===== src/rtl/rst_seq_ctrl.sv =====
// Power-up / recovery reset sequencer: releases SDRAM, camera-config and VGA resets
// in order, waits on each done handshake with a timeout, retries, then parks in ERR.
module rst_seq_ctrl #(
    parameter int unsigned DLY_PWR   = 10000,
    parameter int unsigned TIMEOUT   = 2000000,
    parameter int unsigned DLY_VGA   = 1000,
    parameter int unsigned MAX_RETRY = 2,
    parameter int unsigned CNT_W     = 32
) (
    input  logic       clk_100,
    input  logic       rst_n,
    input  logic       soft_rst_req,
    input  logic       sdram_init_done,
    input  logic       cam_cfg_done,
    output logic       rst_sdram_n,
    output logic       rst_cam_n,
    output logic       rst_vga_n,
    output logic [2:0] seq_state,
    output logic       seq_done,
    output logic       seq_err,
    output logic [1:0] retry_cnt
);

    typedef enum logic [2:0] {
        WAIT_PWR  = 3'd0,
        REL_SDRAM = 3'd1,
        REL_CAM   = 3'd2,
        REL_VGA   = 3'd3,
        RUN       = 3'd4,
        ERR       = 3'd5
    } state_t;

    localparam logic [CNT_W-1:0] PWR_LAST = CNT_W'(DLY_PWR - 1);
    localparam logic [CNT_W-1:0] TO_LAST  = CNT_W'(TIMEOUT - 1);
    localparam logic [CNT_W-1:0] VGA_LAST = CNT_W'(DLY_VGA - 1);
    localparam logic [1:0]       RETRY_LIMIT = 2'(MAX_RETRY);

    state_t           state_reg, state_next;
    logic [CNT_W-1:0] cnt_reg, cnt_next;
    logic [1:0]       retry_cnt_reg, retry_cnt_next;
    logic             fail;

    logic rst_sdram_n_reg, rst_cam_n_reg, rst_vga_n_reg;
    logic seq_done_reg, seq_err_reg;

    always_comb begin
        state_next     = state_reg;
        retry_cnt_next = retry_cnt_reg;
        fail           = 1'b0;

        case (state_reg)
            WAIT_PWR: begin
                if (cnt_reg == PWR_LAST) state_next = REL_SDRAM;
            end
            REL_SDRAM: begin
                // done wins over a simultaneous timeout
                if (sdram_init_done)        state_next = REL_CAM;
                else if (cnt_reg == TO_LAST) fail = 1'b1;
            end
            REL_CAM: begin
                if (cam_cfg_done)           state_next = REL_VGA;
                else if (cnt_reg == TO_LAST) fail = 1'b1;
            end
            REL_VGA: begin
                if (cnt_reg == VGA_LAST) state_next = RUN;
            end
            RUN: begin
                if (!sdram_init_done || !cam_cfg_done) fail = 1'b1;
            end
            ERR:     state_next = ERR;
            default: state_next = WAIT_PWR;
        endcase

        if (fail) begin
            if (retry_cnt_reg < RETRY_LIMIT) begin
                retry_cnt_next = retry_cnt_reg + 2'd1;
                state_next     = WAIT_PWR;
            end else begin
                state_next = ERR;
            end
        end

        if (soft_rst_req) begin
            state_next     = WAIT_PWR;
            retry_cnt_next = 2'd0;
        end

        // RUN and ERR dwell indefinitely, so the counter saturates rather than wraps
        if (soft_rst_req || (state_next != state_reg))
            cnt_next = '0;
        else if (cnt_reg != {CNT_W{1'b1}})
            cnt_next = cnt_reg + 1'b1;
        else
            cnt_next = cnt_reg;
    end

    always_ff @(posedge clk_100) begin
        if (!rst_n) begin
            state_reg       <= WAIT_PWR;
            cnt_reg         <= '0;
            retry_cnt_reg   <= 2'd0;
            rst_sdram_n_reg <= 1'b0;
            rst_cam_n_reg   <= 1'b0;
            rst_vga_n_reg   <= 1'b0;
            seq_done_reg    <= 1'b0;
            seq_err_reg     <= 1'b0;
        end else begin
            state_reg       <= state_next;
            cnt_reg         <= cnt_next;
            retry_cnt_reg   <= retry_cnt_next;
            // outputs decoded from the next state so they change on the transition edge
            rst_sdram_n_reg <= (state_next == REL_SDRAM) || (state_next == REL_CAM) ||
                               (state_next == REL_VGA)   || (state_next == RUN);
            rst_cam_n_reg   <= (state_next == REL_CAM) || (state_next == REL_VGA) ||
                               (state_next == RUN);
            rst_vga_n_reg   <= (state_next == RUN);
            seq_done_reg    <= (state_next == RUN);
            seq_err_reg     <= (state_next == ERR);
        end
    end

    assign rst_sdram_n = rst_sdram_n_reg;
    assign rst_cam_n   = rst_cam_n_reg;
    assign rst_vga_n   = rst_vga_n_reg;
    assign seq_state   = state_reg;
    assign seq_done    = seq_done_reg;
    assign seq_err     = seq_err_reg;
    assign retry_cnt   = retry_cnt_reg;

endmodule

===== config.mk =====
export PLATFORM = sky130hd
export DESIGN_NAME = rst_seq_ctrl
export DESIGN_NICKNAME = d
export VERILOG_FILES = /design/src/rtl/rst_seq_ctrl.sv
export SDC_FILE = /design/constraint.sdc
export NUM_CORES = 1
export LEC_CHECK = 0
export ABC_AREA = 1
export CORE_MARGIN = 1.5
export CORE_UTILIZATION = 50
export CTS_CLUSTER_SIZE = 10
export DETAILED_ROUTE_END_ITERATION = 10
export HOLD_SLACK_MARGIN = 0.12
export PLACE_DENSITY = 0.81
export SETUP_SLACK_MARGIN = 0.15
export SYNTH_ARGS = -nofsm -noshare
export SYNTH_HDL_FRONTEND = slang
export SYNTH_SLANG_ARGS = --single-unit

===== constraint.sdc =====
create_clock -name clk_100 -period 1.81 [get_ports clk_100]
set_clock_uncertainty 0.05 [all_clocks]
set_input_delay 0.181 -clock clk_100 [delete_from_list [all_inputs] [get_ports clk_100]]
set_output_delay 0.181 -clock clk_100 [all_outputs]
set_load 0.05 [all_outputs]

==> summary.md <==
| Metric | Value |
|---|---|
| Skew-Pair Late Insertion Delay | 0.30 ns |
| Number of hold violations in the final report | 0 |
| Top cell type by total area after synthesis | dfxtp_1 |
| Clock sinks | 41 |
| Total number of cells along the worst setup path | 16 |
| RR Endpoint | cnt_reg[7] |
| Hold_ws | 0.453 ns |
| Maximum number of pins on one net before global-route repair | 19 |
| Ant diodes | 0 |
| Worst-case setup slack after placement | -0.293 ns |
| DR vias | 2806 |
| Average via count per standard cell | 5.27 |
| Fill cell instance count of the final layout | 318 |
| Clock tree from TritonCTS | yes |
| Die height | 73.7 um |
| Starting DRC count in detailed routing | 205 |
| Depth of the worst register-to-register path | 16 |
| Data required time of the critical path | 2.00 ns |
| Final core utilization | 76.8% |
| Overall track demand over capacity in global routing | 26.4% |
| Fraction of the cycle the final worst path needs | 127% |
| Count of endpoints failing setup in the final report | 38 |
| Number of antenna violations at the first check in global routing | 0 |
| Number of primary I/O pins | 15 |
| Max stage delay on crit path | 0.37 ns |
| Number of distinct standard cells referenced by the synthesized netlist | 29 |
| Post-detailed-routing wire length | 7820 um |
| Number of cells produced by synthesis | 364 |
| Clock-pin slew on the worst setup and hold paths | 0.08 ns |
| Least setup slack across all paths after layout | -0.483 ns |
| Post-detailed-placement cell area | 3330 um2 |
| Global-route wire length before repair | 11000 um |
| Synth-to-Final Area Change | 46.1% |
| Startpoint of the most critical setup path | cnt_reg[1] |
| Static power due to leakage | 1.66 nW |
| CP Max Fanout | 4 |
| Slowest cell on the critical path | dfxtp_4 |
| Tightest slew margin relative to the limit | 66.0% |
| Layout Cells excl Fill | 532 |
| Actual slew at the worst max-slew pin | 0.510 ns |
| Detailed placer's ending HPWL | 4880 um |
| Top area cells in the synthesized netlist | dfxtp_1 33%, nand2_1 11%, nor2_1 9.6% |
| Area of all placed cells without fillers | 3650 um2 |
| Commonest non-fill, non-tap cells in the layout | 76 x buf_4, 65 x nand2_1, 54 x nor2_1, 44 x inv_1, 37 x nor2_2 |
| Arrival time at the worst endpoint | 2.49 ns |
| Minimum setup slack among reg-to-reg paths | -0.48 ns |
| Quantity of I/O buffers inserted on ports | 14 |
| Flop and latch count out of synthesis | 41 |
| Final max-slew violation count | 0 |
| Number of nets with antenna violations after detailed routing | 0 |
| Area share of the leading cell type in the synthesized netlist | 32.9% |
| Startpoint-to-endpoint class of the critical path | reg -> reg |
| Post-synthesis area per instance | 6.86 um2 |
| Unrepaired setup endpoints after global routing | true |
| Maximum clock rate | 0.436 GHz |
| Startpoint class of the critical path | register |
| Row count | 25 |
| Die outline area | 5430 um2 |
| Cell Area, Synth | 2500 um2 |
| Residual DRC | 0 |
| Ratio of cells with drive above 1 in the final layout | 37.8% |
| Power after layout | 1.61 mW |
| Placeable core area | 4750 um2 |
| CTS buffer count | 5 |
| Max Buffers Root-to-Sink | 2 |
| Sequential element share of the synthesized area | 32.9% |
| Final routed wire length divided by cell count | 14.7 um |
| Minimum period implied by the final worst setup slack | 2.29 ns |
| Global placer's final weighted congestion | 0.951 |
| Largest voltage drop on the vdd net | 0.362 mV |
| Dominant delay contributor by cell family on the critical path | simple AND/OR/NAND/NOR gates |
| Count of warnings emitted by yosys | 0 |
| Sum of buffers and inverters on the critical path | 3 |
| Setup total negative slack | -16.34 ns |
| Synthesized Nets | 370 |
| Most common cell after layout, fill and taps aside | buf_4 |
| Total area of sequential cells | 835 um2 |
| Iteration count of the initial detailed-routing pass | 5 |
| Max_cap viols | 0 |
| Width of the die | 73.7 um |
| Total power density per cell area | 440 nW/um2 |
| Failing checks | negative setup slack |
| Type of the most critical hold path | reg -> reg |
| Cell at the root of the clock tree | clkbuf_8 |
| Initial Utilization | 52.5% |
| Endpoint of the worst setup timing path | cnt_reg[7] |
| CTS HTree Levels | 2 |
| Area used by multi-input combinational logic | 1600 um2 |
| Launch point of the worst reg-to-reg path | cnt_reg[1] |
| Count of placed standard cells including taps | 520 |
| Setup crit end kind | register |
| Cell chain of the critical path | ha_4 > nand2_4 > inv_4 > nand2_1 > nor2_1 > nand2_1 > nor2_2 > nor2_1 > nor2_2 > nand2_4 > nand4_1 > nand2_1 > inv_2 > nand3_4 > clkbuf_16 > nor2_1 |
| Vias in the first global route | 2501 |
| Global-route congestion overflow total | 0 |
| Outcome | complete, but fails checks |
| Number of flip-flops in the largest register | 32 |
| Final #Nets | 470 |
cell type report:
| cell class | count | share of cell area [%] |
|---|---|---|
| clock buffer | 6 | 1.99 |
| timing repair buffer | 98 | 23.3 |
| multi-input combinational | 267 | 43.8 |
| clock inverter | 2 | 0.411 |
| sequential | 41 | 22.9 |
| tap | 67 | 2.30 |
| inverter | 51 | 5.31 |
synthesized netlist by cell type:
cell,n
nand2_1,70
nor2_1,64
inv_1,47
dfxtp_1,41
nor2_2,34
xor2_1,24
nand3_1,18
nand4_1,15
nor3_1,10
nand2_2,6
a21oi_1,5
buf_6,3
inv_2,3
nand3_4,3
nor4_1,3
xnor2_1,3
o21ai_0,2
o21bai_1,2
a21oi_2,1
buf_2,1
buf_4,1
clkinv_1,1
ha_1,1
nand2_4,1
nand3_2,1
nand3b_1,1
nor3_4,1
nor4_4,1
or3_1,1
power by group:
group          switching [mW]  internal [mW]
clock                   0.346          0.272
sequential            0.00250          0.900
combinational          0.0482         0.0393
total                   0.396           1.21
worst min path at each step:
stage                      start      endpoint  slack (ns)  cells past startpoint
floorplan                  rst_n  seq_state[0]        0.32                      2
global placement    retry_cnt[0]  retry_cnt[1]        0.43                      2
detailed placement  retry_cnt[0]  retry_cnt[1]        0.44                      2
CTS                 retry_cnt[0]  retry_cnt[1]        0.46                      2
global route        retry_cnt[0]  retry_cnt[1]        0.47                      2
finish              retry_cnt[0]  retry_cnt[1]        0.45                      2
worst min-delay path: cells and delay by family (launching register included):
family | cells | cell delay [ns]
DFF | 1 | 0.35
and+or+nand+nor | 1 | 0.08
AOI/OAI and AO/OA | 1 | 0.04
repair_timing:
item,4_1_cts,5_1_grt
hold buffers,0,0
endpoints found under the setup margin,47,44
pin swaps,6,5
resized for setup,25,30
cloned,0,2
setup buffers,2,1
metal layers:
metal	up-vias	global-route usage (%)	part of all wire, %
li1	1336	-	-
met4	0	9.67	2.8
met2	117	47.0	51
met5	-	0	0
met3	33	4.39	5.8
met1	1320	31.6	40
logic make-up after synthesis:
kind of cell	after synthesis	synth area share (%)
AOI/OAI and AO/OA	10	2.35
buffers and inverters	56	9.52
adders and majority gates	1	0.501
DFF	41	32.9
xor gates and xnor gates	27	9.47
and+or+nand+nor	229	45.3
Power figures use the tool's default switching activity.
